<file path="src/rtl/round_scheduler.sv">
// Batch sequencer for the number-baseball solver/grader pair: fetches an answer,
// pulses the game reset, waits for correct or the turn limit, reports and totals.
module round_scheduler #(
  parameter int NUM_ROUND  = 1024,
  parameter int ROUND_W    = 10,
  parameter int MAX_CNT    = 200,
  parameter int RST_CYCLES = 2
) (
  input  logic               clk,
  input  logic               reset,
  input  logic               start,
  output logic               ans_req,
  input  logic               ans_valid,
  input  logic [15:0]        ans_data,
  output logic [15:0]        answer,
  output logic               game_rst_n,
  input  logic               correct,
  input  logic [15:0]        cnt,
  output logic               res_valid,
  input  logic               res_ready,
  output logic [ROUND_W-1:0] res_round,
  output logic [15:0]        res_cnt,
  output logic               res_timeout,
  output logic [31:0]        total_cnt,
  output logic [15:0]        num_timeouts,
  output logic               busy,
  output logic               done
);

  localparam int                 RC_W       = (RST_CYCLES > 1) ? $clog2(RST_CYCLES) : 1;
  localparam logic [RC_W-1:0]    RC_LAST    = RC_W'(RST_CYCLES - 1);
  localparam logic [ROUND_W-1:0] LAST_ROUND = ROUND_W'(NUM_ROUND - 1);
  localparam logic [15:0]        CNT_LIMIT  = 16'(MAX_CNT);

  typedef enum logic [2:0] {
    S_IDLE   = 3'd0,
    S_FETCH  = 3'd1,
    S_GRST   = 3'd2,
    S_PLAY   = 3'd3,
    S_REPORT = 3'd4,
    S_DONE   = 3'd5
  } state_t;

  state_t             r_state;
  logic               r_ans_req;
  logic [15:0]        r_answer;
  logic               r_game_rst_n;
  logic               r_res_valid;
  logic [ROUND_W-1:0] r_round;
  logic [15:0]        r_res_cnt;
  logic               r_res_timeout;
  logic [31:0]        r_total_cnt;
  logic [15:0]        r_num_timeouts;
  logic               r_busy;
  logic               r_done;
  logic [RC_W-1:0]    r_rst_cnt;

  function automatic logic [31:0] sat_add32(input logic [31:0] a, input logic [15:0] b);
    logic [32:0] sum;
    sum = {1'b0, a} + {17'd0, b};
    if (sum[32]) begin
      return 32'hFFFF_FFFF;
    end else begin
      return sum[31:0];
    end
  endfunction

  function automatic logic [15:0] sat_inc16(input logic [15:0] a, input logic inc);
    if (inc && (a != 16'hFFFF)) begin
      return a + 16'd1;
    end else begin
      return a;
    end
  endfunction

  // Round sequencing FSM with all outputs registered alongside the state
  always_ff @(posedge clk or negedge reset) begin
    if (!reset) begin
      r_state        <= S_IDLE;
      r_ans_req      <= 1'b0;
      r_answer       <= 16'd0;
      r_game_rst_n   <= 1'b0;
      r_res_valid    <= 1'b0;
      r_round        <= '0;
      r_res_cnt      <= 16'd0;
      r_res_timeout  <= 1'b0;
      r_total_cnt    <= 32'd0;
      r_num_timeouts <= 16'd0;
      r_busy         <= 1'b0;
      r_done         <= 1'b0;
      r_rst_cnt      <= '0;
    end else begin
      case (r_state)
        S_IDLE, S_DONE: begin
          r_game_rst_n <= 1'b0;
          if (start) begin
            r_total_cnt    <= 32'd0;
            r_num_timeouts <= 16'd0;
            r_round        <= '0;
            r_done         <= 1'b0;
            r_busy         <= 1'b1;
            r_ans_req      <= 1'b1;
            r_state        <= S_FETCH;
          end
        end
        // game_rst_n keeps its last value here so the low pulse starts at acceptance
        S_FETCH: begin
          if (ans_valid && r_ans_req) begin
            r_answer     <= ans_data;
            r_rst_cnt    <= '0;
            r_ans_req    <= 1'b0;
            r_game_rst_n <= 1'b0;
            r_state      <= S_GRST;
          end
        end
        S_GRST: begin
          if (r_rst_cnt == RC_LAST) begin
            r_game_rst_n <= 1'b1;
            r_state      <= S_PLAY;
          end else begin
            r_rst_cnt <= r_rst_cnt + RC_W'(1);
          end
        end
        S_PLAY: begin
          if (correct) begin
            r_res_cnt     <= cnt;
            r_res_timeout <= 1'b0;
            r_res_valid   <= 1'b1;
            r_state       <= S_REPORT;
          end else if (cnt >= CNT_LIMIT) begin
            r_res_cnt     <= cnt;
            r_res_timeout <= 1'b1;
            r_res_valid   <= 1'b1;
            r_state       <= S_REPORT;
          end
        end
        // Totals move only when the sink takes the result
        S_REPORT: begin
          if (res_ready) begin
            r_res_valid    <= 1'b0;
            r_total_cnt    <= sat_add32(r_total_cnt, r_res_cnt);
            r_num_timeouts <= sat_inc16(r_num_timeouts, r_res_timeout);
            if (r_round == LAST_ROUND) begin
              r_done       <= 1'b1;
              r_busy       <= 1'b0;
              r_game_rst_n <= 1'b0;
              r_state      <= S_DONE;
            end else begin
              r_round   <= r_round + ROUND_W'(1);
              r_ans_req <= 1'b1;
              r_state   <= S_FETCH;
            end
          end
        end
        default: begin
          r_state <= S_IDLE;
        end
      endcase
    end
  end

  assign ans_req      = r_ans_req;
  assign answer       = r_answer;
  assign game_rst_n   = r_game_rst_n;
  assign res_valid    = r_res_valid;
  assign res_round    = r_round;
  assign res_cnt      = r_res_cnt;
  assign res_timeout  = r_res_timeout;
  assign total_cnt    = r_total_cnt;
  assign num_timeouts = r_num_timeouts;
  assign busy         = r_busy;
  assign done         = r_done;

endmodule

</file>
<file path="config.mk">
export PLATFORM = sky130hd
export DESIGN_NAME = round_scheduler
export DESIGN_NICKNAME = d
export VERILOG_FILES = /design/src/rtl/round_scheduler.sv
export SDC_FILE = /design/constraint.sdc
export NUM_CORES = 1
export LEC_CHECK = 0
export BUFFER_PORTS_ARGS = -buffer_cell sky130_fd_sc_hd__buf_2
export CAP_MARGIN = 20
export CELL_PAD_IN_SITES_DETAIL_PLACEMENT = 1
export CELL_PAD_IN_SITES_GLOBAL_PLACEMENT = 1
export CORE_MARGIN = 2
export CORE_UTILIZATION = 37
export DETAILED_ROUTE_END_ITERATION = 12
export GPL_ROUTABILITY_DRIVEN = 0
export PLACE_DENSITY_LB_ADDON = 0.1
export RECOVER_POWER = 100
export SLEW_MARGIN = 10
export SYNTH_ARGS = -nofsm -noshare
export SYNTH_HDL_FRONTEND = slang
export SYNTH_SLANG_ARGS = --single-unit
</file>
<file path="constraint.sdc">
create_clock -name clk -period 2.5 [get_ports clk]
set_input_delay 0.5 -clock clk [delete_from_list [all_inputs] [get_ports clk]]
set_output_delay 0.5 -clock clk [all_outputs]
set_load 0.02 [all_outputs]
</file>
**Yosys cells after proc, flatten, opt, wreduce, memory -nomap -nowiden**

Index checks and enable logic that the tools add are counted.

- Add/sub/neg operators: 4
- $lt $le $gt $ge: 1
- Equal/unequal tests: 15
- Mux-type cells: 43
- Reductions and logical operators: 21

Operator list:

| kind | count |
|---|---|
| 32-bit two-way mux | 3 |
| 16-bit two-way mux | 5 |
| 32-bit one-hot mux with 2 select lines | 1 |
| 32-bit by 16-bit adder with 33-bit output | 1 |
| 16-bit one-hot mux with 2 select lines | 1 |
| 10-bit two-way mux | 3 |
| 3-bit two-way mux | 7 |
| 10-bit one-hot mux with 2 select lines | 1 |
| 16-bit by 1-bit adder with 16-bit output, second input constant | 1 |
| 16-bit by 8-bit greater-or-equal comparator with 1-bit output, second input constant | 1 |
| 16-bit inequality test, second input constant | 1 |
| 1-bit two-way mux | 15 |
| 3-bit one-hot mux with 5 select lines | 1 |
| 5-bit AND reduction | 3 |
| 2-bit inequality test, second input constant | 7 |
| 4-bit AND reduction | 3 |
| 10-bit by 1-bit adder with 10-bit output, second input constant | 1 |
| 10-bit == test, second input constant | 1 |
| 1-bit one-hot mux with 2 select lines | 4 |
| 2-bit nonzero test | 4 |
| 3-bit by 2-bit == test with 1-bit output, second input constant | 2 |
| 3-bit == test, second input constant | 2 |
| 2-bit AND reduction | 3 |
| 3-bit AND reduction | 2 |
| 10 further kinds | 11 |

- Register bits after elaboration: 100
- Output and inout bits: 96

**Logic depth before layout (Yosys ltp)**

- Depth in word-level cells: 5
- Depth in mapped cells: 11

**Worst setup path before layout**

Ideal clock, no wire load.

- Kind: reg-to-reg
- From: reg r_res_cnt[0] (netlist: res_cnt[0])
- To: reg r_total_cnt[23] (netlist: total_cnt[23])
- Library setup time: 0.131 ns
- Arrival: 2.684 ns
- Setup slack: -0.315 ns
- Cell stages (with the launch flop): 10
- Buffers on the path: 0
- Path through: dfrtp_1 > ha_1 > fa_1 > a211oi_1 > o211ai_1 > a221oi_2 > a21oi_2 > a21oi_2 > nor4_2 > or3_1

- Cells in the longest elaborated chain, start to end: 4

Ends and longest elaborated chain:

| element | line | text |
|---|---|---|
| from (decl) | 50 | `logic [15:0] r_res_cnt;` |
| from (signal assigned) | 126 | `r_res_cnt <= cnt;` |
| from (signal assigned) | 131 | `r_res_cnt <= cnt;` |
| 32-bit by 16-bit adder with 33-bit output | 60 | `sum = {1'b0, a} + {17'd0, b};` |
| 32-bit two-way mux | 61 | `if (sum[32]) begin` |
| 32-bit two-way mux | 139 | `if (res_ready) begin` |
| 32-bit one-hot mux with 2 select lines | 93 | `case (r_state)` |
| to (signal assigned) | 141 | `r_total_cnt <= sat_add32(r_total_cnt, r_res_cnt);` |
| to (decl) | 52 | `logic [31:0] r_total_cnt;` |

Every way passes these cells. The select of a mux whose other input is x is not followed.
A chain may end at the register's enable or synchronous reset.

**Worst setup path after layout**

- From: reg r_total_cnt[0] (netlist: total_cnt[0])
- To: reg r_total_cnt[23] (netlist: total_cnt[23])

- Cells in the longest elaborated chain, start to end: 4

Ends and longest elaborated chain:

| element | line |
|---|---|
| 32-bit by 16-bit adder with 33-bit output | 60 |
| 32-bit two-way mux | 61 |
| 32-bit two-way mux | 139 |
| 32-bit one-hot mux with 2 select lines | 93 |

Every way passes these cells. The select of a mux whose other input is x is not followed.

==> reports/metrics.csv <==
metric,value,unit
slowest_delay,0.43,ns
drt-pass1-iter-count,5,
setup-violations-final,32,
post-route-cell-area,7020,um2
crit_chain,ha_4 -> fa_2 -> a211oi_2 -> o211ai_1 -> a221oi_2 -> a21oi_2 -> a21oi_2 -> buf_4 -> nor4_4 -> or3_1,
highest_layer,met4,
failed_checks,negative setup slack,
rsz0062_at_grt,true,
grt_pass1_wl,26700,um
routedLengthMet1,7430,um
async_reset_ff_frac,1.00,
synth-seq-area-share,0.466,
synth_edf_count,0,
worst-r2r-cell-count,10,
timing.reg2reg.setup_slack,-0.19,ns
worst_slew_pin_slew,1.38,ns
fp.dieH,124,um
critical_path.endpoint_type,flip-flop,
clock_tree.root_cell,clkbuf_16,
cpLargestDelayFamily,compound AO/OA/AOI/OAI gates,
post-dp-hpwl,11400,um
chipWidth,124,um
pre_cts_worst_setup_slack,-0.209,ns
netlist-cell-type-count,63,
antenna_violating_nets_post_route,0,
timing.rr.end,total_cnt[23],
diode_count,0,
share_seq_of_total_power,0.304,
clock.fmax,372,MHz
final_common_cell,clkbuf_1,
finalCriticalPeriod,2.69,ns
timing.critical_path.fanout_max,4,
combined_flip_flop_and_latch_cell_area,2510,um2
netSwitchingPower,3.50,mW
grt_max_degree,101,
first_global_vias,5090,
syn_area_per_cell,9.92,um2
critical-path-top-cell-by-count,a21oi_2,
worstHoldPathCells,2,
grt_antenna_before_repair,0,
hold_class,input pin to flip-flop,
post_route_cells_drive_above_1_share,0.250,
power.share.combinational,0.512,
hold_path_startpoint,ans_data[1],
layout_common_cells,"clkbuf_1 (105), dfrtp_1 (96), nand2_1 (66)",
finalWirelength,16200,um
drt_drc_violations_left,0,
power_leakage,3.13,nW
worst_setup_hold_path_clk_slew,0.07,ns
globalRoute.totalOverflow,0,
cp_data_arrival_time,2.92,ns
core_area,14400,um2
finalCoreUtilization,0.488,
cp_slowest_cell,dfrtp_2,
post_synth_inst_count,541,
synth_fp_nets,598,
max_cap_violations,0,
cts_inserted_buffers,9,
wl_met3,542,um
synthToLayoutAreaGrowth,30.7,%
placed_cells_incl_taps,885,
drt_iter0_drc,130,
final-instance-count-excl-fill,913,
route.met2.wl,8000,um
start_util,0.374,
report.final.slew_viol_count,0,
htree_levels,3,
post-route-period-util,1.08,
io_buffers,133,
nets,782,
cell_internal_pwr,4.73,mW
power.density_cell_area,1170,nW/um2
multi_input_area,2930,um2
worstPathBufferInverterCount,1,
synth_flop_cell,dfrtp_1,
num-fill-cells,1679,
final.setup.worst_slack,-0.189,ns
syn_area,5370,um2
via_count,4863,
ioPinCount,134,
detail_route.vias_per_cell,5.33,
ir_drop,0.000604,V
cp-startpoint,total_cnt[0],
max-slew-margin-rel,0.0769,
clock_power_frac,0.184,
ys_seq_elements,100,
critical_path_required,2.73,ns
run_status,"finished, violations left",
place_area,6620,um2
finalSetupTns,-4.14,ns
clkSinkCount,100,
tritoncts,built,
clock_tree.buffer_depth,2,
wl_per_cell,17.7,um
timing_hold_violations_final,0,
finClkSkew,0.00925,ns
grtUsageTotal,0.213,
start_kind,flip-flop,
setup.worst_path.class,flip-flop to flip-flop,
yosys_warnings,0,
die-area,15500,um2
holdPathEnd,answer[1],
rows,44,
sw_frac_of_total,0.426,
critical_path.reg2reg.startpoint,total_cnt[0],
clock_insertion_delay_worst_skew,0.35,ns
synth_stat cells, drive strengths merged, types with 6 or more instances:
library cell / instances / area [um2]
and3: 10 / 63.8
clkbuf: 13 / 58.8
nor2: 54 / 210
nand2: 68 / 258
a31oi: 8 / 65.1
buf: 8 / 63.8
inv: 12 / 45.0
nand4: 16 / 100
dfrtp: 100 / 2500
or3: 10 / 62.6
mux2: 32 / 390
nand3: 19 / 95.1
a21oi: 32 / 175
o211ai: 6 / 45.0
o21ai: 45 / 225
xor2: 18 / 158
ha: 18 / 225
xnor2: 13 / 114
worst register-to-register path: stages (launching register included):
cell and delay (ns):
dfrtp_2 0.43, ha_4 0.17, fa_2 0.40, a211oi_2 0.24, o211ai_1 0.13, a221oi_2 0.35
a21oi_2 0.13, a21oi_2 0.16, buf_4 0.16, nor4_4 0.05, or3_1 0.35
cell type report:
class / instances / share of cell area
Multi-Input combinational cell: 408 / 0.417
Sequential cell: 100 / 0.357
Timing Repair Buffer: 194 / 0.142
Clock buffer: 13 / 0.0357
Tap cell: 184 / 0.0328
Clock inverter: 2 / 0.00856
Inverter: 12 / 0.00642
power by group through the flow:
stage                     clock, mW  sequential [mW]  combinational, mW
after floorplan                   0             2.94               2.19
after global placement            0             2.50               4.09
after detailed placement          0             2.54               4.18
after CTS                      1.54             2.50               4.43
after global routing           1.61             2.57               4.65
final                          1.52             2.50               4.21
cell families (layout without fill, tap and decap cells):
logic type	Yosys count	count (layout)	synth area share
buffers and inverters	33	221	0.0312
flip-flops	100	100	0.466
XOR/XNOR	31	31	0.0506
multiplexers	34	34	0.0764
adder cells (fa/ha/maj)	19	19	0.0457
AO/OA/AOI/OAI	127	127	0.156
AND/OR/NAND/NOR	197	197	0.174
metal layers:
metal / up-vias / global-route usage
li1: 2305 / -
met5: - / 0
met1: 2454 / 0.288
met4: 0 / 0.0608
met3: 18 / 0.0412
met2: 86 / 0.349
stage by stage:
step / power, mW / hold WS (ns)
2_1_floorplan: 5.12 / 0.204
3_3_place_gp: 6.59 / 0.473
3_5_place_dp: 6.72 / 0.476
4_1_cts: 8.47 / 0.241
5_1_grt: 8.83 / 0.370
6_report: 8.23 / 0.366
state kept, by name (all words and copies together) (netlist names), 3 cells and up:
name and flops:
r_state 3, res_cnt 16, total_cnt 32, answer 16
res_round 10, num_timeouts 16
how the worst max path moves through the flow:
stage / endpoint / depth (start not counted)
floorplan: total_cnt[23] / 9
global placement: total_cnt[29] / 9
detailed placement: total_cnt[29] / 9
CTS: total_cnt[31] / 9
global route: total_cnt[1] / 12
finish: total_cnt[23] / 10
repair_timing:
item,4_1_cts,5_1_grt
setup buffers,8,4
setup endpoints to repair,32,37
gates cloned,2,0
pin swaps,17,18
gates resized for setup,27,13
endpoints found under the hold margin,0,0
hold buffers,0,0
Note: power is estimated with default switching activity, not from simulation.
